<file path="src/rtl/mem_arb_pkg.sv">
// Shared types and constants for the unified-memory port arbiter.
package mem_arb_pkg;

  // Arbiter FSM states
  typedef enum logic [1:0] {
    IDLE  = 2'd0,
    ISSUE = 2'd1,
    WAIT  = 2'd2,
    DONE  = 2'd3
  } state_e;

  // Transaction owner encoding
  typedef enum logic {
    OWN_CPU = 1'b0,
    OWN_LDR = 1'b1
  } owner_e;

  // Legal memory read latency range (4-bit down-counter)
  localparam int MEM_LAT_MIN = 1;
  localparam int MEM_LAT_MAX = 15;
  localparam int CNT_W       = 4;

endpackage

</file>
<file path="src/rtl/mem_port_arbiter_if.sv">
// Requester and memory bus bundle for mem_port_arbiter.
// Handshake: a requester raises req with we/addr/wdata and holds req until
// it sees a one-cycle ack; read data is valid in the ack cycle and stays
// stable until that requester's next read. Fields are sampled only when
// the arbiter is idle. stall = req & ~ack. mem_en is a single-cycle strobe,
// and mem_rdata must be valid MEM_LAT cycles after the mem_en cycle.
interface mem_port_arbiter_if #(
  parameter int ADDR_W = 32,
  parameter int DATA_W = 32
);
  logic              cpu_req;
  logic              cpu_we;
  logic [ADDR_W-1:0] cpu_addr;
  logic [DATA_W-1:0] cpu_wdata;
  logic              cpu_ack;
  logic [DATA_W-1:0] cpu_rdata;
  logic              cpu_stall;

  logic              ldr_req;
  logic              ldr_we;
  logic [ADDR_W-1:0] ldr_addr;
  logic [DATA_W-1:0] ldr_wdata;
  logic              ldr_ack;
  logic [DATA_W-1:0] ldr_rdata;

  logic              mem_en;
  logic              mem_we;
  logic [ADDR_W-1:0] mem_addr;
  logic [DATA_W-1:0] mem_wdata;
  logic [DATA_W-1:0] mem_rdata;

  // Arbiter side
  modport slave (
    input  cpu_req, cpu_we, cpu_addr, cpu_wdata,
    output cpu_ack, cpu_rdata, cpu_stall,
    input  ldr_req, ldr_we, ldr_addr, ldr_wdata,
    output ldr_ack, ldr_rdata,
    output mem_en, mem_we, mem_addr, mem_wdata,
    input  mem_rdata
  );

  // Requesters and memory side
  modport master (
    output cpu_req, cpu_we, cpu_addr, cpu_wdata,
    input  cpu_ack, cpu_rdata, cpu_stall,
    output ldr_req, ldr_we, ldr_addr, ldr_wdata,
    input  ldr_ack, ldr_rdata,
    input  mem_en, mem_we, mem_addr, mem_wdata,
    output mem_rdata
  );
endinterface

</file>
<file path="src/rtl/mem_port_arbiter_arb_pick.sv">
// Combinational winner selection between CPU and loader.
// ARB_FAIR_EN defined: round-robin on ties; undefined: CPU has fixed priority.
module arb_pick
  import mem_arb_pkg::*;
(
  input  logic   cpu_req_i,
  input  logic   ldr_req_i,
  input  owner_e last_owner_i,
  output logic   grant_valid_o,
  output owner_e grant_owner_o
);

`ifndef ARB_FAIR_EN
  // Last owner only matters for round-robin
  logic unused_last_owner;
  assign unused_last_owner = last_owner_i;
`endif

  // Pick a winner; a lone requester always wins
  always_comb begin
    grant_valid_o = cpu_req_i | ldr_req_i;
`ifdef ARB_FAIR_EN
    if (cpu_req_i && ldr_req_i) begin
      grant_owner_o = (last_owner_i == OWN_CPU) ? OWN_LDR : OWN_CPU;
    end else if (cpu_req_i) begin
      grant_owner_o = OWN_CPU;
    end else begin
      grant_owner_o = OWN_LDR;
    end
`else
    grant_owner_o = cpu_req_i ? OWN_CPU : OWN_LDR;
`endif
  end

endmodule

</file>
<file path="src/rtl/mem_port_arbiter.sv">
// Unified I/D memory arbiter for the multicycle MIPS core: CPU control
// path vs. program loader. One transaction in flight, one-cycle ack.
// Optional macro ARB_FAIR_EN selects round-robin arbitration (see arb_pick).
module mem_port_arbiter
  import mem_arb_pkg::*;
#(
  parameter int ADDR_W  = 32,
  parameter int DATA_W  = 32,
  parameter int MEM_LAT = 1
) (
  input  logic                Clk,
  input  logic                Reset,
  mem_port_arbiter_if.slave   bus,
  output state_e              dbg_state_o
);

  if (MEM_LAT < MEM_LAT_MIN || MEM_LAT > MEM_LAT_MAX) begin : g_lat_check
    $error("mem_port_arbiter: MEM_LAT out of range 1..15");
  end

  localparam logic [CNT_W-1:0] CNT_LOAD = CNT_W'(MEM_LAT - 1);

  state_e             state_q, state_d;
  owner_e             owner_q, owner_d;
  logic               we_q, we_d;
  logic [ADDR_W-1:0]  addr_q, addr_d;
  logic [DATA_W-1:0]  wdata_q, wdata_d;
  logic [CNT_W-1:0]   cnt_q, cnt_d;
  logic [DATA_W-1:0]  cpu_rdata_q, cpu_rdata_d;
  logic [DATA_W-1:0]  ldr_rdata_q, ldr_rdata_d;

  logic               grant_valid;
  owner_e             grant_owner;
  logic               cpu_ack, ldr_ack, mem_en, mem_we;

  arb_pick u_arb_pick (
    .cpu_req_i     (bus.cpu_req),
    .ldr_req_i     (bus.ldr_req),
    .last_owner_i  (owner_q),
    .grant_valid_o (grant_valid),
    .grant_owner_o (grant_owner)
  );

  // State and datapath registers; reset aborts any transaction in flight
  always_ff @(posedge Clk or negedge Reset) begin
    if (!Reset) begin
      state_q     <= IDLE;
      owner_q     <= OWN_LDR;
      we_q        <= 1'b0;
      addr_q      <= '0;
      wdata_q     <= '0;
      cnt_q       <= '0;
      cpu_rdata_q <= '0;
      ldr_rdata_q <= '0;
    end else begin
      state_q     <= state_d;
      owner_q     <= owner_d;
      we_q        <= we_d;
      addr_q      <= addr_d;
      wdata_q     <= wdata_d;
      cnt_q       <= cnt_d;
      cpu_rdata_q <= cpu_rdata_d;
      ldr_rdata_q <= ldr_rdata_d;
    end
  end

  // Next state: latch the winner's fields in IDLE, count read latency in WAIT
  always_comb begin
    state_d     = state_q;
    owner_d     = owner_q;
    we_d        = we_q;
    addr_d      = addr_q;
    wdata_d     = wdata_q;
    cnt_d       = cnt_q;
    cpu_rdata_d = cpu_rdata_q;
    ldr_rdata_d = ldr_rdata_q;
    case (state_q)
      IDLE: begin
        if (grant_valid) begin
          owner_d = grant_owner;
          if (grant_owner == OWN_CPU) begin
            we_d    = bus.cpu_we;
            addr_d  = bus.cpu_addr;
            wdata_d = bus.cpu_wdata;
          end else begin
            we_d    = bus.ldr_we;
            addr_d  = bus.ldr_addr;
            wdata_d = bus.ldr_wdata;
          end
          state_d = ISSUE;
        end
      end
      ISSUE: begin
        if (we_q) begin
          state_d = DONE;
        end else begin
          cnt_d   = CNT_LOAD;
          state_d = WAIT;
        end
      end
      WAIT: begin
        if (cnt_q == '0) begin
          if (owner_q == OWN_CPU) cpu_rdata_d = bus.mem_rdata;
          else                    ldr_rdata_d = bus.mem_rdata;
          state_d = DONE;
        end else begin
          cnt_d = cnt_q - 1'b1;
        end
      end
      DONE:    state_d = IDLE;
      default: state_d = IDLE;
    endcase
  end

  // Outputs decoded from registered state only
  always_comb begin
    mem_en  = (state_q == ISSUE);
    mem_we  = (state_q == ISSUE) && we_q;
    cpu_ack = (state_q == DONE) && (owner_q == OWN_CPU);
    ldr_ack = (state_q == DONE) && (owner_q == OWN_LDR);
  end

  assign bus.mem_en    = mem_en;
  assign bus.mem_we    = mem_we;
  assign bus.mem_addr  = addr_q;
  assign bus.mem_wdata = wdata_q;
  assign bus.cpu_ack   = cpu_ack;
  assign bus.ldr_ack   = ldr_ack;
  assign bus.cpu_rdata = cpu_rdata_q;
  assign bus.ldr_rdata = ldr_rdata_q;
  assign bus.cpu_stall = bus.cpu_req & ~cpu_ack;
  assign dbg_state_o   = state_q;

endmodule

</file>
<file path="src/flat_wrapper.sv">
// flat-port wrapper written by rule: the top's interface ports become plain ports
module mem_port_arbiter_flat import mem_arb_pkg::*;
#(
  parameter int ADDR_W  = 32,
  parameter int DATA_W  = 32,
  parameter int MEM_LAT = 1
)
  (Clk, Reset, dbg_state_o, bus_cpu_req, bus_cpu_we, bus_cpu_addr, bus_cpu_wdata, bus_cpu_ack, bus_cpu_rdata, bus_cpu_stall, bus_ldr_req, bus_ldr_we, bus_ldr_addr, bus_ldr_wdata, bus_ldr_ack, bus_ldr_rdata, bus_mem_en, bus_mem_we, bus_mem_addr, bus_mem_wdata, bus_mem_rdata);
  mem_port_arbiter_if #(.ADDR_W(ADDR_W), .DATA_W(DATA_W)) bus_i ();
  input  logic Clk;
  input  logic Reset;
  output state_e dbg_state_o;
  input wire logic [$bits(bus_i.cpu_req)-1:0] bus_cpu_req;
  input wire logic [$bits(bus_i.cpu_we)-1:0] bus_cpu_we;
  input wire logic [$bits(bus_i.cpu_addr)-1:0] bus_cpu_addr;
  input wire logic [$bits(bus_i.cpu_wdata)-1:0] bus_cpu_wdata;
  output wire logic [$bits(bus_i.cpu_ack)-1:0] bus_cpu_ack;
  output wire logic [$bits(bus_i.cpu_rdata)-1:0] bus_cpu_rdata;
  output wire logic [$bits(bus_i.cpu_stall)-1:0] bus_cpu_stall;
  input wire logic [$bits(bus_i.ldr_req)-1:0] bus_ldr_req;
  input wire logic [$bits(bus_i.ldr_we)-1:0] bus_ldr_we;
  input wire logic [$bits(bus_i.ldr_addr)-1:0] bus_ldr_addr;
  input wire logic [$bits(bus_i.ldr_wdata)-1:0] bus_ldr_wdata;
  output wire logic [$bits(bus_i.ldr_ack)-1:0] bus_ldr_ack;
  output wire logic [$bits(bus_i.ldr_rdata)-1:0] bus_ldr_rdata;
  output wire logic [$bits(bus_i.mem_en)-1:0] bus_mem_en;
  output wire logic [$bits(bus_i.mem_we)-1:0] bus_mem_we;
  output wire logic [$bits(bus_i.mem_addr)-1:0] bus_mem_addr;
  output wire logic [$bits(bus_i.mem_wdata)-1:0] bus_mem_wdata;
  input wire logic [$bits(bus_i.mem_rdata)-1:0] bus_mem_rdata;
  assign bus_i.cpu_req = bus_cpu_req;
  assign bus_i.cpu_we = bus_cpu_we;
  assign bus_i.cpu_addr = bus_cpu_addr;
  assign bus_i.cpu_wdata = bus_cpu_wdata;
  assign bus_cpu_ack = bus_i.cpu_ack;
  assign bus_cpu_rdata = bus_i.cpu_rdata;
  assign bus_cpu_stall = bus_i.cpu_stall;
  assign bus_i.ldr_req = bus_ldr_req;
  assign bus_i.ldr_we = bus_ldr_we;
  assign bus_i.ldr_addr = bus_ldr_addr;
  assign bus_i.ldr_wdata = bus_ldr_wdata;
  assign bus_ldr_ack = bus_i.ldr_ack;
  assign bus_ldr_rdata = bus_i.ldr_rdata;
  assign bus_mem_en = bus_i.mem_en;
  assign bus_mem_we = bus_i.mem_we;
  assign bus_mem_addr = bus_i.mem_addr;
  assign bus_mem_wdata = bus_i.mem_wdata;
  assign bus_i.mem_rdata = bus_mem_rdata;
  mem_port_arbiter #(.ADDR_W(ADDR_W), .DATA_W(DATA_W), .MEM_LAT(MEM_LAT)) u_core (.Clk(Clk), .Reset(Reset), .bus(bus_i), .dbg_state_o(dbg_state_o));
endmodule
</file>
<file path="config.mk">
export PLATFORM = sky130hd
export DESIGN_NAME = mem_port_arbiter_flat
export DESIGN_NICKNAME = d
export VERILOG_FILES = /design/src/rtl/mem_arb_pkg.sv /design/src/rtl/mem_port_arbiter_if.sv /design/src/rtl/mem_port_arbiter_arb_pick.sv /design/src/rtl/mem_port_arbiter.sv /design/src/flat_wrapper.sv
export SDC_FILE = /design/constraint.sdc
export NUM_CORES = 1
export LEC_CHECK = 0
export CORE_AREA = 2 2 124 126
export CTS_BUF_LIST = sky130_fd_sc_hd__clkbuf_16
export CTS_CLUSTER_SIZE = 10
export DETAILED_ROUTE_END_ITERATION = 6
export DIE_AREA = 0 0 126 128
export PLACE_DENSITY = 0.8
export SYNTH_ARGS = -nofsm -noshare
export SYNTH_HDL_FRONTEND = slang
export SYNTH_SLANG_ARGS = --single-unit
export TNS_END_PERCENT = 5
</file>
<file path="constraint.sdc">
create_clock -name Clk -period 2.25 [get_ports Clk]
set_input_delay 0.675 -clock Clk [delete_from_list [all_inputs] [get_ports Clk]]
set_output_delay 0.675 -clock Clk [all_outputs]
set_load 0.02 [all_outputs]
</file>
; Yosys cells after proc, flatten, opt, wreduce, memory -nomap -nowiden
; Index checks and enable logic that the tools add are counted.
[totals]
register_bits = 136
latch_bits = 0
mem_bits_rw = 0
romBits = 0
inputBits = 166
out_inout_bits = 135
elab_cells = 42
memories = 0
[op_classes]
n_addsub = 1
n_mul = 0
div = 0
n_lt_le_gt_ge = 0
eq_ne = 7
shift = 0
mux = 11
bitwise_logic = 4
n_reduce_logical = 11
[ops]
columns = operator, count
row1 = $mux W32, 2
row2 = $reduce_and A3 Y1, 3
row3 = $mux W4, 2
row4 = $pmux W2 S4, 1
row5 = $pmux W4 S2, 1
row6 = $eq A2 B2 Y1 const B, 2
row7 = $logic_not A4 Y1, 1
row8 = $mux W2, 2
row9 = $ne A2 B1 Y1 const B, 2
row10 = $ne A2 B2 Y1 const B, 2
row11 = $reduce_and A2 Y1, 2
row12 = $sub A4 B1 Y4 const B, 1
row13 = $logic_and A1 B1 Y1, 3
row14 = $mux W1, 3
row15 = $eq A2 B1 Y1 const B, 1
row16 = $logic_not A2 Y1, 1
row17 = $not A1 Y1, 2
row18 = $reduce_bool A2 Y1, 1
row19 = $and A1 B1 Y1, 1
row20 = $or A1 B1 Y1, 1

; Longest topological paths before layout
[logic_depth]
depth_word = 4
depth_mapped = 7
depth_no_buf = 5

; Modules after synthesis
; Synthesis repeated with hierarchy kept, for this count alone.
[hier_totals]
hier_cells = 473
area_unflattened_um2 = 5848.1
[modules_own_cells]
columns = mod, instances, cells_each, area_each_um2
row1 = mem_port_arbiter, 1, 471, 5838.1
row2 = arb_pick, 1, 2, 10.0

; Worst setup path after synthesis
; OpenSTA, ideal clock, no wires.
[synth_timing]
path_kind = input port to output port
from = input bus_cpu_req
to = output bus_cpu_stall
t_arrival_ns = 1.732
required_time_ns = 1.575
setup_slack_ns = -0.157
stages = 4
path_cell_list = clkbuf_1 -> buf_2 -> buf_2 -> nor2b_1
[synth_between]
elab_chain_cells = 1
[synth_rtl]
columns = element, line
row1 = from (decl), flat_wrapper.sv:13  ; input wire logic [$bits(bus_i.cpu_req)-1:0] bus_cpu_req;
row2 = $and A1 B1 Y1, mem_port_arbiter.sv:131  ; assign bus.cpu_stall = bus.cpu_req & ~cpu_ack;
row3 = to (decl), flat_wrapper.sv:19  ; output wire logic [$bits(bus_i.cpu_stall)-1:0] bus_cpu_stall;
; Every way passes these cells.

; Worst setup path after layout
[layout_timing]
from = register u_core.state_q[0] (netlist: u_core.dbg_state_o[0])
to = output bus_mem_en
[layout_between]
elab_chain_cells = 1
[layout_rtl]
columns = element, line
row1 = from (decl), mem_port_arbiter.sv:23  ; state_e state_q, state_d;
row2 = from (signal assigned), mem_port_arbiter.sv:56  ; state_q <= state_d;
row3 = $eq A2 B1 Y1, mem_port_arbiter.sv:117  ; mem_en = (state_q == ISSUE);
row4 = to (decl), flat_wrapper.sv:26  ; output wire logic [$bits(bus_i.mem_en)-1:0] bus_mem_en;
; Every way passes these cells.

==> flow_summary_export.csv <==
group,metric,value,unit
status,status,"finished clean",
yosys,synth_edf_count,0,
global_routing,grt_pass1_wl,25600,microns
yosys,syn_avg_cell_area,12.5,sq um
worst_setup_path,cp-end-kind,"output pin",
yosys,yosysUniqueCellTypes,31,
pwr,power_density,1410,mW/mm^2
sta,slew_headroom,68.7,%
sta,layout_min_cycle_time,2.17,ns
global_routing,grt.total_usage,20.2,%
die,die_y,128,microns
placement,io_buffers,300,
sta,setup_viol,0,
global_routing,grt_overflow_total,0,
drt,drc,0,
sta,worst_slack,0.0788,ns
cts,clk_latency,0.41,ns
sta,rsz0062_at_grt,"no",
cts,cts_buffers,17,
placement,dpl-instance-area,0.00910,sq mm
cells_and_area,nets,941,
worst_setup_path,r2r_slack,0.18,ns
cells_and_area,multi_input_area,0.00227,sq mm
global_routing,grt_start_max_net_pins,93,
worst_setup_path,critPathRequiredTime,1.57,ns
pwr,swShare,37.0,%
drt,drt-total-wl,16300,microns
sta,finalMaxSlewViolations,0,
placement,pre_cts_slack,0.00861,ns
pwr,p_comb_share,49.5,%
placement,gp_congestion,0.822,
die,start_util,39.0,%
cts,htreeDepth,4,
cts,cts_setup_buffers,0,
worst_setup_path,critPathMaxFanout,4,
placement,dp.cells,937,
cts,worst_setup_hold_path_clk_slew,0.06,ns
cells_and_area,stdcell_count,969,
worst_setup_path,reg2reg_depth,6,
pwr,p_sw,5.03,mW
drt,vias_per_cell,4.80,
yosys,synth_top_area_share,58.2,%
yosys,ys_seq_area_share,58.7,%
yosys,synth_fp_nets,638,
sta,fmax,0.461,GHz
yosys,synthCells,465,
yosys,netlist_area,0.00580,sq mm
yosys,synthFlopType,"dfrtp_1",
worst_setup_path,worstSetupPathType,"reg -> out",
yosys,async_flop_share,100,%
yosys,yosys_warnings,0,
die,dieArea,0.0161,sq mm
drt,vias,4651,
yosys,synth_top_cells_by_count,"dfrtp_1 (135), o21ai_0 (70), mux2i_1 (66), nand2_1 (66), mux2_2 (64)",
sta,skew,0.00463,ns
cells_and_area,fillers,1109,
yosys,ys_ff_latch,136,
cts,cts_buffer_depth,2,
drt,wl_per_cell,16.8,microns
pwr,p_int,8.58,mW
worst_setup_path,start_kind,"flop",
die,core.rowCount,45,
cells_and_area,regArea,0.00340,sq mm
sta,period_share,96.5,%
die,core,0.0149,sq mm
die,die-width,126,microns
cts,cts_tree,"done",
worst_setup_path,reg2reg_from,"u_core.cnt_q[0]$_DFFE_PN0P_",
yosys,synth_area_leaders,"dfrtp_1 (58%), mux2_2 (12%), mux2i_1 (11%), o21ai_0 (6.0%), nand2_1 (4.3%)",
cells_and_area,antenna_cells,0,
worst_setup_path,worst_ep_arrival_time,1.50,ns
yosys,synthMostInstantiatedCell,"dfrtp_1",
job,cap_violations,0,
pwr,pwr-share-seq,31.7,%
sta,tightestPinTransition,0.470,ns
cells_and_area,final_area,0.00965,sq mm
die,ios,301,
hold_path,min_path_type,"in -> async",
cts,cts_sinks,136,
drt,drt_first_pass_iters,4,
sta,setup_tns,0,ns
global_routing,grt_pass1_vias,5025,
placement,dpl.hpwl,12500,microns
cts,cts_root_buffer,"clkbuf_16",
yosys,synth.largest_area_cell,"dfrtp_1",
cells_and_area,drive_gt1_share,15.4,%
pwr,ir_drop,0.000598,V
worst_setup_path,r2r_end,"u_core.bus.cpu_rdata[1]$_DFFE_PN0P_",
cells_and_area,syn_to_final_growth,66.3,%
sta,hold_viol,0,
pwr,p_leak,4.22,nW
global_routing,antenna_found_initial,0,
pwr,power,13.6,mW
pwr,power.share.clock,18.9,%
drt,antenna_left,0,
drt,first_iter_violations,140,
[per-stage QoR]
stage | hold slack, ns | util [%]
2_1_floorplan | 0.379 | -
3_3_place_gp | 0.462 | 61.2
3_5_place_dp | 0.469 | 61.2
4_1_cts | 0.211 | 64.9
5_1_grt | 0.228 | 64.9
6_report | 0.210 | 64.9
[flip-flops by register name, summed over array words and instances (netlist names)]
| signal | count |
|---|---|
| u_core.dbg_state_o | 2 |
| u_core.bus.mem_addr | 32 |
| u_core.owner_q | 1 |
| u_core.we_q | 1 |
| u_core.bus.mem_wdata | 32 |
| u_core.cnt_q | 4 |
| u_core.bus.cpu_rdata | 32 |
| u_core.bus.ldr_rdata | 32 |
[kinds of logic after synthesis]
logic type,share of synthesized area [%]
buffers and inverters,2.63
AND/OR/NAND/NOR,6.21
adder cells (fa/ha/maj),1.51
flip-flops,58.7
AO/OA/AOI/OAI,7.01
multiplexers,24.0
[cell usage in the layout, fill, tap and decap left out, types with 2 or more instances in the layout]
| cell | instances |
|---|---|
| clkinv_2 | 3 |
| clkinvlp_4 | 6 |
| and2_1 | 2 |
| nor3b_1 | 2 |
| o21ai_0 | 70 |
| a21oi_1 | 2 |
| ha_1 | 7 |
| nor2b_4 | 2 |
| buf_12 | 7 |
| mux2i_1 | 66 |
| buf_2 | 2 |
| inv_1 | 4 |
| inv_6 | 2 |
| clkdlybuf4s50_1 | 292 |
| buf_4 | 6 |
| clkinv_4 | 2 |
| nand2_1 | 66 |
| dlygate4sd2_1 | 2 |
| mux2_2 | 64 |
| clkbuf_16 | 17 |
| dfrtp_1 | 135 |
[critical path: stages (launching register included)]
cell and delay [ns]:
dfrtp_1 0.38, buf_4 0.15, ha_1 0.22, dlygate4sd2_1 0.34
[per-layer routing]
layer / vias up / share of wire, % / GRT usage [%]
met3: 13 / 7.9 / 6.84
met2: 202 / 51 / 36.4
met5: - / 0 / 0
met1: 2209 / 39 / 22.6
li1: 2227 / - / -
met4: 0 / 1.3 / 6.53
[power by group through the flow]
stage               clock network (mW)  logic [mW]  registers (mW)
finish                            2.57        6.74            4.31
global route                      2.75        7.17            4.46
CTS                               2.63        6.81            4.32
detailed placement                   0        6.81            4.35
global placement                     0        6.67            4.27
floorplan                            0        1.93            5.72
[layout make-up]
cell class                      count  area share (%)
Clock inverter                     15            1.34
Timing Repair Buffer              312            32.8
Tap cell                          188            2.44
Inverter                            4           0.156
Multi-Input combinational cell    297            23.6
Clock buffer                       17            4.41
Sequential cell                   136            35.3
[what timing repair did]
item,4_1_cts,5_1_grt
endpoints found under the setup margin,5,2
hold buffers,0,0
gates resized for setup,14,2
[worst max path at each step]
stage | startpoint | endpoint | slack (ns)
after CTS | u_core.dbg_state_o[1]$_DFFE_PN0P_ | bus_cpu_ack | 0.02
after detailed placement | u_core.dbg_state_o[1]$_DFFE_PN0P_ | bus_cpu_ack | 0.009
final | u_core.dbg_state_o[0]$_DFFE_PN0P_ | bus_mem_en | 0.08
after floorplan | bus_cpu_req | bus_cpu_stall | 0.05
after global routing | u_core.dbg_state_o[1]$_DFFE_PN0P_ | bus_mem_en | 0.0004
after global placement | u_core.dbg_state_o[1]$_DFFE_PN0P_ | bus_cpu_ack | 0.04
Note: power is estimated with default switching activity, not from simulation.
